--- config.mk ---
export PLATFORM = sky130hd
export DESIGN_NAME = id_ex_stage
export DESIGN_NICKNAME = d
export VERILOG_FILES = /design/src/rtl/id_ex_stage.sv
export SDC_FILE = /design/constraint.sdc
export NUM_CORES = 1
export LEC_CHECK = 0
export BUFFER_PORTS_ARGS = -buffer_cell sky130_fd_sc_hd__buf_2
export CAP_MARGIN = 20
export CORE_AREA = 2 2 132 134
export DETAILED_ROUTE_END_ITERATION = 8
export DIE_AREA = 0 0 134 136
export HOLD_SLACK_MARGIN = 0.1
export PLACE_DENSITY = 0.66
export SLEW_MARGIN = 5
export SYNTH_ARGS = -nofsm -noshare
export SYNTH_HDL_FRONTEND = slang
export SYNTH_SLANG_ARGS = --single-unit
--- constraint.sdc ---
create_clock -name clk -period 1.8 [get_ports clk]
set_input_delay 0.27 -clock clk [delete_from_list [all_inputs] [get_ports clk]]
set_output_delay 0.27 -clock clk [all_outputs]
set_load 0.02 [all_outputs]
--- src/rtl/id_ex_stage.sv ---
// ID/EX pipeline register with load-use hazard detection.
//
// Captures the main decoder's control bundle and the ID-stage operands on every
// rising edge. When the instruction in EX is a load whose destination feeds a
// source of the ID-stage instruction, the stage raises stall (hold PC and IF/ID)
// and inserts a bubble. A flush squashes the ID-stage instruction instead.
// Inserted hazard bubbles are counted for debug in a saturating counter.
//
// Ports:
//   clk, rst_n          clock, asynchronous active-low reset
//   flush               squash the ID-stage instruction this edge
//   id_*                decoder controls, operands and specifiers from ID
//   stall               combinational: hold PC and IF/ID this cycle
//   ex_*                registered controls, operands and specifiers for EX
//   ex_valid            1 = EX holds a real instruction, 0 = bubble/squash
//   bubble_cnt          saturating count of hazard bubbles inserted
module id_ex_stage #(
   parameter int unsigned DATA_W = 32,
   parameter int unsigned CNT_W  = 16
) (
   input  logic              clk,
   input  logic              rst_n,
   input  logic              flush,
   input  logic [5:0]        id_opcode,
   input  logic              id_regdst,
   input  logic              id_branch,
   input  logic              id_memread,
   input  logic              id_memtoreg,
   input  logic              id_memwrite,
   input  logic              id_alusrc,
   input  logic              id_regwrite,
   input  logic [1:0]        id_aluop,
   input  logic [DATA_W-1:0] id_rd1,
   input  logic [DATA_W-1:0] id_rd2,
   input  logic [DATA_W-1:0] id_imm,
   input  logic [DATA_W-1:0] id_pc4,
   input  logic [4:0]        id_rs,
   input  logic [4:0]        id_rt,
   input  logic [4:0]        id_rd,
   input  logic [5:0]        id_funct,
   output logic              stall,
   output logic              ex_regdst,
   output logic              ex_branch,
   output logic              ex_memread,
   output logic              ex_memtoreg,
   output logic              ex_memwrite,
   output logic              ex_alusrc,
   output logic              ex_regwrite,
   output logic [1:0]        ex_aluop,
   output logic [DATA_W-1:0] ex_rd1,
   output logic [DATA_W-1:0] ex_rd2,
   output logic [DATA_W-1:0] ex_imm,
   output logic [DATA_W-1:0] ex_pc4,
   output logic [4:0]        ex_rs,
   output logic [4:0]        ex_rt,
   output logic [4:0]        ex_rd,
   output logic [5:0]        ex_funct,
   output logic              ex_valid,
   output logic [CNT_W-1:0]  bubble_cnt
);

   localparam logic [5:0] OpRType = 6'b000000;
   localparam logic [5:0] OpJ     = 6'b000010;
   localparam logic [5:0] OpBeq   = 6'b000100;
   localparam logic [5:0] OpSw    = 6'b101011;

   logic uses_rs;
   logic uses_rt;
   logic hazard;
   logic bubble;

   // Only j ignores rs; rt is a real source for R-type, beq and sw (for lw and
   // I-type ALU ops it is the destination, so it must not raise a dependence).
   always_comb begin
      uses_rs = (id_opcode != OpJ);
      uses_rt = (id_opcode == OpRType) || (id_opcode == OpBeq) || (id_opcode == OpSw);
      hazard  = ex_valid & ex_memread & ex_regwrite & (ex_rt != 5'd0) &
                ((uses_rs & (ex_rt == id_rs)) | (uses_rt & (ex_rt == id_rt)));
      stall   = hazard & ~flush;
      bubble  = flush | hazard;
   end

   always_ff @(posedge clk or negedge rst_n) begin
      if (!rst_n) begin
         ex_regdst   <= 1'b0;
         ex_branch   <= 1'b0;
         ex_memread  <= 1'b0;
         ex_memtoreg <= 1'b0;
         ex_memwrite <= 1'b0;
         ex_alusrc   <= 1'b0;
         ex_regwrite <= 1'b0;
         ex_aluop    <= 2'b00;
         ex_rd1      <= '0;
         ex_rd2      <= '0;
         ex_imm      <= '0;
         ex_pc4      <= '0;
         ex_rs       <= 5'd0;
         ex_rt       <= 5'd0;
         ex_rd       <= 5'd0;
         ex_funct    <= 6'd0;
         ex_valid    <= 1'b0;
         bubble_cnt  <= '0;
      end else begin
         // Data and specifiers load unconditionally; they are don't-care in a
         // bubble because ex_valid and all controls are forced low.
         ex_rd1   <= id_rd1;
         ex_rd2   <= id_rd2;
         ex_imm   <= id_imm;
         ex_pc4   <= id_pc4;
         ex_rs    <= id_rs;
         ex_rt    <= id_rt;
         ex_rd    <= id_rd;
         ex_funct <= id_funct;

         // Explicit zeros keep X controls from the decoder out of EX.
         if (bubble) begin
            ex_regdst   <= 1'b0;
            ex_branch   <= 1'b0;
            ex_memread  <= 1'b0;
            ex_memtoreg <= 1'b0;
            ex_memwrite <= 1'b0;
            ex_alusrc   <= 1'b0;
            ex_regwrite <= 1'b0;
            ex_aluop    <= 2'b00;
            ex_valid    <= 1'b0;
         end else begin
            ex_regdst   <= id_regdst;
            ex_branch   <= id_branch;
            ex_memread  <= id_memread;
            ex_memtoreg <= id_memtoreg;
            ex_memwrite <= id_memwrite;
            ex_alusrc   <= id_alusrc;
            ex_regwrite <= id_regwrite;
            ex_aluop    <= id_aluop;
            ex_valid    <= 1'b1;
         end

         // Only hazard bubbles count; a squash is not a stall.
         if (stall && (bubble_cnt != {CNT_W{1'b1}})) begin
            bubble_cnt <= bubble_cnt + CNT_W'(1);
         end
      end
   end

endmodule

Yosys cells after proc, flatten, opt, wreduce, memory -nomap -nowiden
Cells that the tools add are included.
{"block": "totals", "ff_bits": 175, "in_bits": 167, "word_cells": 49, "out_inout_bits": 176}
{"block": "classes", "eq_ne": 6, "n_addsub": 1, "n_reduce_logical": 5, "bitwise_logic": 10, "n_mux": 9}
{"op": "$add 16x1->16 const B", "count": 1}
{"op": "$ne 16x16->1 const B", "count": 1}
{"op": "$eq 5x5->1", "count": 2}
{"op": "$mux 1", "count": 8}
{"op": "$and 1x1->1", "count": 7}
{"op": "$eq 6x3->1 const B", "count": 1}
{"op": "$eq 6x6->1 const B", "count": 1}
{"op": "$logic_not 6->1", "count": 1}
{"op": "$ne 6x2->1 const B", "count": 1}
{"op": "$reduce_bool 5->1", "count": 1}
{"op": "$logic_or 1x1->1", "count": 2}
{"op": "$mux 2", "count": 1}
{"op": "$or 1x1->1", "count": 2}
{"op": "$logic_and 1x1->1", "count": 1}
{"op": "$not 1->1", "count": 1}

Logic depth before layout (Yosys ltp)
{"block": "depth", "depth_word": 8, "ltp_mapped": 7, "mapped_depth_nobuf": 6}

Worst setup path after synthesis
Ideal clock, no wire load.
{"block": "synth_timing", "path_type": "flip-flop to flip-flop", "startpoint": "register ex_rt[1]", "endpoint": "register bubble_cnt[1]", "synth_period_minus_slack_ps": 2046, "setup_slack_ps": -246, "path_buffers": 1, "arrival_ps": 1921, "stages_incl_launch_ff": 8, "t_required_ps": 1675, "setup_time_ps": 125, "cell_sequence": "dfrtp_1 > or4_1 > o2111ai_2 > nor2_2 > o31a_1 > buf_6 > nand2_4 > mux2_4"}
{"block": "synth_between", "elab_chain_cells": 6, "elab_cells_between_ends": 10}
{"item": "start: declaration", "line": "55", "source": "output logic [4:0] ex_rt,"}
{"item": "start signal: assignment", "line": "111", "source": "ex_rt <= id_rt;"}
{"item": "$eq 5x5->1", "line": "78", "source": "((uses_rs & (ex_rt == id_rs)) | (uses_rt & (ex_rt == id_rt)));"}
{"item": "$and 1x1->1", "line": "78"}
{"item": "$or 1x1->1", "line": "78"}
{"item": "$and 1x1->1 *", "line": "77", "source": "hazard = ex_valid & ex_memread & ex_regwrite & (ex_rt != 5'd0) &"}
{"item": "$and 1x1->1 *", "line": "79", "source": "stall = hazard & ~flush;"}
{"item": "$logic_and 1x1->1 *", "line": "139", "source": "if (stall && (bubble_cnt != {CNT_W{1'b1}})) begin"}
{"item": "end signal: assignment", "line": "140", "source": "bubble_cnt <= bubble_cnt + CNT_W'(1);"}
{"item": "end: declaration", "line": "59", "source": "output logic [CNT_W-1:0] bubble_cnt"}
Mark *: on every way between the ends. The rest lies on a longest branch, timed or not.
A chain may end at the register's enable or synchronous reset.

Worst setup path in the final report
{"block": "layout_timing", "startpoint": "register ex_rt[1]", "endpoint": "output stall"}
{"block": "layout_between", "elab_chain_cells": 5, "elab_cells_between_ends": 9}
{"item": "$eq 5x5->1", "line": "78"}
{"item": "$and 1x1->1", "line": "78"}
{"item": "$or 1x1->1", "line": "78"}
{"item": "$and 1x1->1 *", "line": "77"}
{"item": "$and 1x1->1 *", "line": "79"}
{"item": "end: declaration", "line": "41", "source": "output logic stall,"}
Marked as above.

==> summary.md <==
| Metric | Value |
|---|---|
| Endpoint of the most critical register-to-register path | `bubble_cnt[1]$_DFFE_PN0P_` |
| Number of hold violations in the final report | `0` |
| Number of global-route vias before repair | `5084` |
| Hold EP | `ex_valid$_DFF_PN0_` |
| Clock-pin slew of the registers on the worst-case setup and hold paths | `0.07 ns` |
| TritonCTS buffer count | `17` |
| Pins over their slew limit | `0` |
| Required time reported for the critical path endpoint | `1.53 ns` |
| Largest fanout on the critical path | `3` |
| Buffers added on ports | `342` |
| Max-cap check violation count | `0` |
| Die Span X | `134 um` |
| Setup WS pre-CTS | `-0.1892 ns` |
| CTS H-Tree Depth | `4` |
| Number of detailed-routing iterations run before antenna repair | `4` |
| Number of antenna violations at the first check in global routing | `1` |
| RSZ-0062 raised after global routing | `true` |
| Max_slew headroom | `0.6961` |
| Maximum vdd ir drop | `0.5939 mV` |
| Worst Hold Slack | `0.3077 ns` |
| Clock Skews | `0.007572 ns` |
| Number of distinct library cells after synthesis | `31` |
| Power density cells | `916.5 mW/mm^2` |
| Clock latency of the later-clocked register in the worst-skew pair | `0.42 ns` |
| Worst Reg-to-Reg Cells | `7` |
| Endpoint class of the critical path | `output pin` |
| Leak Pwr | `4.879 nW` |
| Drt first-iter violations | `132` |
| Instance count of the mapped netlist | `269` |
| Seq cells post-synth | `175` |
| Residual overflow from global routing | `0` |
| Least-Margin Pin Slew | `0.4523 ns` |
| Total routed wirelength | `17640 um` |
| Syn Std Cell Area | `0.005089 sq mm` |
| TritonCTS clock tree | `done` |
| Gp weighted congestion | `0.8108` |
| Mean Syn Cell Area | `18.92 sq um` |
| Count of non-filler cells in the finished layout | `1057` |
| Number of warning messages in the yosys log | `0` |
| Kind of critical path | `reg2out` |
| CP startpoint kind | `register` |
| Setup violation total in the final timing report | `27` |
| Number of filler cells placed in the layout | `1324` |
| Detailed placer's ending HPWL | `11720 um` |
| Buffer type at the clock tree root | `clkbuf_16` |
| Commonest cells in the synthesized netlist | `175 x dfrtp_1, 17 x xnor2_1, 12 x and2_1` |
| Sequential share of the synthesized area | `0.8606` |
| Setup total negative slack | `-5.398 ns` |
| Result of the run | `complete, but fails checks` |
| Utilization after layout | `0.5750` |
| Dominant cells by area after synthesis | `dfrtp_1 86%, xnor2_1 2.9%, and2_1 1.5%` |
| Time the final worst path needs with I/O delays and setup | `2.232 ns` |
| Area growth from synthesis to final layout | `90.71%` |
| Beginning of the worst register-to-register path | `ex_rt[1]$_DFF_PN0_` |
| Share of the cycle needed by the critical path after routing | `1.240` |
| Min-delay src | `flush` |
| Ratio of cells with drive above 1 in the final layout | `0.5187` |
| Routed length per instance | `16.69 um` |
| Number of nets produced by synthesis | `437` |
| Number of placed I/O pins | `343` |
| Cell with the most instances after synthesis | `dfrtp_1` |
| Share of the synthesized area in the top cell type | `0.8606` |
| Per-cell via count in the routed design | `4.156` |
| Worst Setup Slack, final | `-0.4323 ns` |
| DRC errors left | `0` |
| Row Count | `48` |
| Core ar. | `0.01688 sq mm` |
| Largest net degree at the start of global routing | `44` |
| First-pass GRT wire length | `26770 um` |
| Synth async-reset ratio | `1.000` |
| Placed cell count | `853` |
| Arrival time of the worst setup path | `1.96 ns` |
| Max Root-Sink Buffers | `2` |
| Full die area | `0.01822 sq mm` |
| Vias after detailed routing | `4393` |
| Instance count along the most critical hold path | `3` |
| EDFF count, synth | `0` |
| Initial core utilization | `0.3015` |
| Detail Route Antenna Nets | `0` |
| Max Fclk | `448.0 MHz` |
| Height of the die | `136 um` |
| Total Nets Final | `986` |
| Count of clock tree sinks | `175` |
| Flip-flop cell with the highest count after synthesis | `dfrtp_1` |
| Violated checks | `setup timing` |
| Path type of the worst min-delay path | `in2reg` |
| GRT Total Usage | `0.1961` |
| Setup slack, reg-to-reg | `-0.28 ns` |
| Yosys top cell by area | `dfrtp_1` |
-- area by class of cell --
cell class / count / area [sq um] / share of cell area
Sequential cell: 175 / 4384 / 0.4518
Timing Repair Buffer: 531 / 3652 / 0.3764
Multi-Input combinational cell: 90 / 782.0 / 0.08058
Clock buffer: 18 / 439.2 / 0.04526
Tap cell: 225 / 281.5 / 0.02901
Clock inverter: 14 / 147.6 / 0.01521
Inverter: 3 / 15.01 / 0.001547
Antenna cell: 1 / 2.502 / 0.0002579
-- worst max-delay path by stage --
stage,from,endpoint,depth (start not counted)
after floorplan,ex_rt[1]$_DFF_PN0_,bubble_cnt[1]$_DFFE_PN0P_,7
after global placement,id_opcode[0],ex_regwrite$_DFF_PN0_,7
after detailed placement,id_opcode[0],ex_memtoreg$_DFF_PN0_,7
after CTS,ex_rt[1]$_DFF_PN0_,stall,5
after global routing,ex_rt[1]$_DFF_PN0_,stall,5
final,ex_rt[1]$_DFF_PN0_,stall,5
-- registers in the layout, indices dropped and copies added, names as in the netlist --
signal and count:
ex_funct 6, ex_regdst 1, ex_imm 32, ex_memtoreg 1
ex_rt 5, ex_branch 1, ex_pc4 32, ex_regwrite 1
ex_memwrite 1, ex_rd 5, ex_memread 1, ex_aluop 2
ex_rd1 32, ex_alusrc 1, ex_valid 1, ex_rd2 32
ex_rs 5, bubble_cnt 16
-- kinds of logic after synthesis --
logic type,after synthesis,share of synthesized area
adder cells (fa/ha/maj),1,0.002458
multiplexers,2,0.005162
flip-flops,175,0.8606
AND/OR/NAND/NOR,56,0.06836
buffers and inverters,5,0.006638
XOR/XNOR,23,0.03959
AO/OA/AOI/OAI,7,0.01721
-- metal layers --
metal	vias to the layer above	track usage	routed length [um]
met1	2124	0.2020	6214
met2	225	0.3513	9267
li1	2001	-	-
met5	-	0	0
met4	0	0.09693	684
met3	43	0.07271	1470
-- power by group --
group          internal, mW  total [mW]  switching, mW
combinational         0.551        1.13          0.579
clock                  1.89        3.59           1.70
sequential             4.11        4.17         0.0601
total                  6.56        8.89           2.34
-- placed cells by master (no fill, tap or decap), types with 2 or more instances in the layout --
master	Yosys	routed
buf_2	0	340
dfrtp_1	175	171
dlygate4sd3_1	0	159
xnor2_1	17	17
clkbuf_16	0	17
buf_4	0	16
buf_6	2	9
nand4_1	8	8
and2_1	12	8
and3_1	7	7
xor2_1	6	6
nand2_1	6	6
inv_8	0	6
and2_4	0	4
nand3_2	0	4
dfrtp_2	0	4
buf_12	0	4
nand3_1	9	3
clkinvlp_4	0	2
inv_1	3	2
nand4b_1	2	2
a21oi_4	1	2
nor3_1	2	2
nor2_1	2	2
nand3_4	0	2
clkinv_8	0	2
clkinv_4	0	2
inv_6	0	2
buf_8	0	2
-- timing repair --
action,CTS,global route
pin swaps,35,23
setup buffers,8,3
hold endpoints to repair,196,0
endpoints found under the setup margin,23,27
resized for setup,20,12
hold buffers,159,0
cloned,3,0
-- critical path, cell delays in order, from the launching register on --
cell and delay [ns]:
dfrtp_2 0.43, or4_4 0.55, o2111ai_4 0.25, nor2_4 0.06, and2_4 0.14, buf_6 0.12
-- stage by stage --
step / cell area [sq um] / total power [mW]
after floorplan: 5095 / 4.535
after global placement: 7264 / 5.045
after detailed placement: 7264 / 5.061
after CTS: 9633 / 8.962
after global routing: 9704 / 9.267
final: 9704 / 8.894
(Power assumes the default switching activity.)
